==> src/rtl/lsu.sv <==
// Load/store unit: turns execute-stage memory ops into a req/gnt/rvalid bus transaction,
// stalling the core while in flight and returning an aligned, extended load result.
module lsu #(
    parameter int unsigned TIMEOUT = 16
) (
    input  logic        clk,
    input  logic        rst,
    input  logic        mem_req,
    input  logic        mem_we,
    input  logic [2:0]  func3,
    input  logic [31:0] addr,
    input  logic [31:0] wdata,
    output logic        stall,
    output logic        done,
    output logic [31:0] rdata,
    output logic        misalign,
    output logic        bus_err,
    output logic        bus_req,
    output logic        bus_we,
    output logic [31:0] bus_addr,
    output logic [3:0]  bus_be,
    output logic [31:0] bus_wdata,
    input  logic        bus_gnt,
    input  logic        bus_rvalid,
    input  logic [31:0] bus_rdata
);

    typedef enum logic [1:0] {IDLE, REQ, WAIT, DONE} state_t;

    localparam logic [7:0] CNT_LAST = 8'(TIMEOUT - 1);

    state_t      state, state_next;
    logic [7:0]  cnt;
    logic [2:0]  lat_func3;
    logic [1:0]  lat_off;
    logic        illegal;
    logic        timeout_hit;
    logic [3:0]  be_calc;
    logic [31:0] wdata_calc;
    logic [31:0] lane;
    logic [31:0] load_ext;

    // Width code lives in func3[1:0]; func3[2] is the unsigned flag, only meaningful for B/H loads.
    always_comb begin
        illegal = 1'b0;
        case (func3[1:0])
            2'b01:   illegal = addr[0];
            2'b10:   illegal = (addr[1:0] != 2'b00);
            2'b11:   illegal = 1'b1;
            default: illegal = 1'b0;
        endcase
        if (func3[2] && (mem_we || func3[1]))
            illegal = 1'b1;
    end

    always_comb begin
        be_calc    = 4'b1111;
        wdata_calc = wdata;
        case (func3[1:0])
            2'b00: begin
                be_calc    = 4'b0001 << addr[1:0];
                wdata_calc = {4{wdata[7:0]}};
            end
            2'b01: begin
                be_calc    = addr[1] ? 4'b1100 : 4'b0011;
                wdata_calc = {2{wdata[15:0]}};
            end
            default: begin
                be_calc    = 4'b1111;
                wdata_calc = wdata;
            end
        endcase
    end

    always_comb begin
        lane     = bus_rdata >> {lat_off, 3'b000};
        load_ext = bus_rdata;
        case (lat_func3)
            3'b000:  load_ext = {{24{lane[7]}}, lane[7:0]};
            3'b001:  load_ext = {{16{lane[15]}}, lane[15:0]};
            3'b100:  load_ext = {24'h0, lane[7:0]};
            3'b101:  load_ext = {16'h0, lane[15:0]};
            default: load_ext = bus_rdata;
        endcase
    end

    assign timeout_hit = (cnt == CNT_LAST);

    // Grant beats timeout in REQ, rvalid beats timeout in WAIT.
    always_comb begin
        state_next = state;
        case (state)
            IDLE: if (mem_req) state_next = illegal ? DONE : REQ;
            REQ: begin
                if (bus_gnt)          state_next = bus_we ? DONE : WAIT;
                else if (timeout_hit) state_next = DONE;
            end
            WAIT: if (bus_rvalid || timeout_hit) state_next = DONE;
            DONE: state_next = IDLE;
            default: state_next = IDLE;
        endcase
    end

    always_ff @(posedge clk) begin
        if (rst) begin
            state     <= IDLE;
            cnt       <= 8'd0;
            lat_func3 <= 3'd0;
            lat_off   <= 2'd0;
            rdata     <= 32'd0;
            misalign  <= 1'b0;
            bus_err   <= 1'b0;
            bus_we    <= 1'b0;
            bus_addr  <= 32'd0;
            bus_be    <= 4'd0;
            bus_wdata <= 32'd0;
        end else begin
            state <= state_next;
            case (state)
                IDLE: begin
                    if (mem_req) begin
                        misalign <= illegal;
                        bus_err  <= 1'b0;
                        if (!illegal) begin
                            cnt       <= 8'd0;
                            lat_func3 <= func3;
                            lat_off   <= addr[1:0];
                            bus_we    <= mem_we;
                            bus_addr  <= {addr[31:2], 2'b00};
                            bus_be    <= be_calc;
                            bus_wdata <= wdata_calc;
                        end
                    end
                end
                REQ: begin
                    cnt <= cnt + 8'd1;
                    if (!bus_gnt && timeout_hit)
                        bus_err <= 1'b1;
                end
                WAIT: begin
                    cnt <= cnt + 8'd1;
                    if (bus_rvalid)
                        rdata <= load_ext;
                    else if (timeout_hit)
                        bus_err <= 1'b1;
                end
                default: ;
            endcase
        end
    end

    assign done    = (state == DONE);
    assign bus_req = (state == REQ);
    assign stall   = !rst && ((state == REQ) || (state == WAIT) || ((state == IDLE) && mem_req));

endmodule

==> config.mk <==
export PLATFORM = sky130hd
export DESIGN_NAME = lsu
export DESIGN_NICKNAME = d
export VERILOG_FILES = /design/src/rtl/lsu.sv
export SDC_FILE = /design/constraint.sdc
export NUM_CORES = 1
export LEC_CHECK = 0
export BUFFER_PORTS_ARGS = -buffer_cell sky130_fd_sc_hd__buf_2
export CAP_MARGIN = 20
export CORE_MARGIN = 2
export CORE_UTILIZATION = 35
export CTS_BUF_LIST = sky130_fd_sc_hd__clkbuf_4
export DETAILED_ROUTE_END_ITERATION = 8
export PLACE_DENSITY = 0.72
export SKIP_CTS_REPAIR_TIMING = 1
export SLEW_MARGIN = 5
export SYNTH_ARGS = -nofsm -noshare
export SYNTH_HDL_FRONTEND = slang
export SYNTH_SLANG_ARGS = --single-unit
==> constraint.sdc <==
create_clock -name clk -period 2.2 [get_ports clk]
set_input_delay 0.11 -clock clk [delete_from_list [all_inputs] [get_ports clk]]
set_output_delay 0.11 -clock clk [all_outputs]
set_load 0.01 [all_outputs]
==> reports/results.txt <==
Startpoint Class: register
Status: complete, no violations
Vias: 5605
Largest net degree at the start of global routing: 92
Clock Tree Buf Depth: 2
Diodes inserted: 0
Synth Warn #: 0
Initial DRC Count: 394
Clock slew at reported path FFs: 0.11 ns
Antenna-violating nets left: 0
Final WL: 16600 µm
Worst Skew: 0.0158 ns
Post-synth top flop: dfxtp_1
VDD IR-drop max: 0.459 mV
Critical path's top delay family: adder cells
CP Data Required Time: 2.09 ns
Final period utilization: 89.4%
Slew HR: 62.1%
Drt first pass iters: 5
DR WL/cell: 15.0 µm
Initial Util: 35.5%
RSZ-0062 raised after global routing: false
Critical path, cell by cell: inv_1 > ha_1 > inv_1 > a21oi_1 > buf_2
I/O Pins: 211
Setup crit end kind: output pin
Die X: 125 µm
Design Area, Final: 7610 µm²
H-tree Lvls: 4
Most used cell, CP: inv_1
Critical Path Fanout Max: 7
Layout cells sized above 1: 28.3%
Syn Area/Cell: 8.39 µm²
Period minus WS final: 1.97 ns
Placement Cell Area: 6340 µm²
Core area: 14400 µm²
Die height: 125 µm
TritonCTS clock tree: built
Worst Path Class, Setup: register to output pin
Grt total ovfl: 0
Worst Hold Class: input port to register
Vias/cell: 5.08
Syn Std Cell Area: 5110 µm²
Final hold violation count: 0
Cell Pwr Density: 757 nW/µm²
CP max-delay cell: ha_1
Maximum capacitance violations: 0
Post-synth ARST share: 0%
Buffers on Ports: 208
Synth Instances: 610
Final Setup Violations: 0
Rows: 44
Post-synthesis sequential area ratio: 45.4%
Worst Max-Slew Pin Slew: 0.566 ns
Die area: 15600 µm²
Seq cells post-synth: 116
NumNets Final: 1017
Critical path buffer and inverter count: 3
Clock sinks: 116
Cells after DPL: 972
First-pass GRT wire length: 23200 µm
Layout area overhead: 48.9%
Vias in the first global route: 4775
Final setup TNS: 0 ns
Max incr delay on CP: 0.42 ns
Worst skew pair latency: 0.54 ns
DR DRC count: 0
Post-synth EDFFs: 0
Hpwl dp: 10300 µm
Distinct cells, synth: 47
Pleak: 0.00330 µW
Final Non-Filler Cells: 1103
Antenna violations before repair: 0
CP arrival: 1.86 ns
Clock Root Buffer: clkbuf_4
Fmax: 509 MHz
Final Wtd Congestion: 0.776
Final Slew Violations: 0
Total track usage: 18.1%
CTS buffer count: 17
[cells by family (layout without fill, tap and decap cells)]
logic type      Yosys count  count (layout)  share of synthesized area, %
flops                   116             116                          45.4
mux                      35              35                          7.09
compound gates          187             187                          23.6
buf+inv                  65             373                          5.55
other cells               1               2                        0.0733
xor+xnor                  5               5                         0.856
simple gates            195             195                          15.9
fa+ha+maj                 6               6                          1.47
[registers in the layout, indices dropped and copies added (netlist names)]
name / flops
rdata: 32
bus_we: 1
bus_addr: 30
bus_err: 1
misalign: 1
lat_func3: 3
cnt: 8
state: 2
bus_wdata: 32
lat_off: 2
bus_be: 4
[tightest hold or removal path, delay by kind of cell]
family | cells | cell delay, ns
AOI/OAI and AO/OA | 1 | 0.18
buffers and inverters | 1 | 0.10
muxes | 1 | 0.07
and+or+nand+nor | 1 | 0.04
[worst paths after layout]
check                           startpoint                    endpoint  slack, ns  depth (start not counted)
setup / recovery     state[1]$_SDFFE_PP0P_                       stall       0.23                          5
hold reg to reg   bus_addr[2]$_SDFFE_PP0P_    bus_addr[2]$_SDFFE_PP0P_       0.46                          2
setup reg to reg     state[0]$_SDFFE_PP0P_  bus_wdata[13]$_SDFFE_PP0P_       0.27                          7
hold / removal                     bus_gnt        bus_err$_SDFFE_PP0P_       0.02                          4
[layout by cell type (no fill, tap or decap), drive strengths merged, types with 15 or more instances in the layout]
master	instances
a211oi	15
a21oi	79
a221o	16
a22oi	15
buf	225
clkbuf	19
dfxtp	116
dlygate4sd3	99
inv	16
mux2i	34
nand2	133
nor2	39
o21ai	29
[through the flow]
stage / power (µW) / setup WS (ns) / utilization (%) / hold slack, ns
6_report: 5760 / 0.234 / 52.8 / 0.0171
5_1_grt: 6080 / 0.0644 / 52.8 / 0.00942
4_1_cts: 5630 / 0.186 / 45.9 / -0.242
3_5_place_dp: 4030 / 0.335 / 44.0 / 0.355
3_3_place_gp: 4010 / 0.369 / 44.0 / 0.350
2_1_floorplan: 3460 / 0.351 / - / 0.241
[synthesized netlist by cell type, types with 2 or more instances]
master / number / share of area [%]
o21bai_1: 2 / 0.29
o211ai_1: 8 / 1.2
o21ai_0: 28 / 2.7
a211oi_1: 15 / 2.2
buf_6: 2 / 0.44
buf_1: 2 / 0.15
ha_1: 6 / 1.5
a22oi_1: 15 / 2.2
clkbuf_1: 28 / 2.1
and2_1: 2 / 0.24
o221ai_1: 7 / 1.2
buf_2: 14 / 1.4
inv_1: 16 / 1.2
nand2_1: 132 / 9.7
nand2b_1: 4 / 0.49
nor2_1: 37 / 2.7
xnor2_1: 5 / 0.86
dfxtp_1: 116 / 45
mux2i_1: 34 / 6.7
nor2b_1: 3 / 0.37
buf_4: 2 / 0.29
nor3_1: 3 / 0.29
a311oi_1: 10 / 1.7
nand3_1: 2 / 0.20
a221o_1: 16 / 3.1
a21oi_1: 79 / 7.7
nor2_4: 2 / 0.44
[report_power, final]
group | total (µW) | internal [µW] | switching, µW
clock | 1620 | 789 | 831
sequential | 2480 | 2340 | 142
combinational | 1660 | 738 | 921
[per-layer routing]
layer | up-vias | routed length, µm | global-route usage (%)
met5 | - | 0 | 0
met4 | 0 | 325 | 7.12
met3 | 27 | 1050 | 5.93
met2 | 230 | 8220 | 28.6
met1 | 2600 | 6980 | 22.8
li1 | 2748 | - | -
[layout make-up]
type,count,area (µm²)
clock buffers,19,143
clock inverters,13,140
fillers,1299,6810
inverters,17,63.8
multi-input cells,430,2530
flip-flops and latches,116,2320
well taps,184,230
repair buffers,324,2190
(Power assumes the default switching activity.)
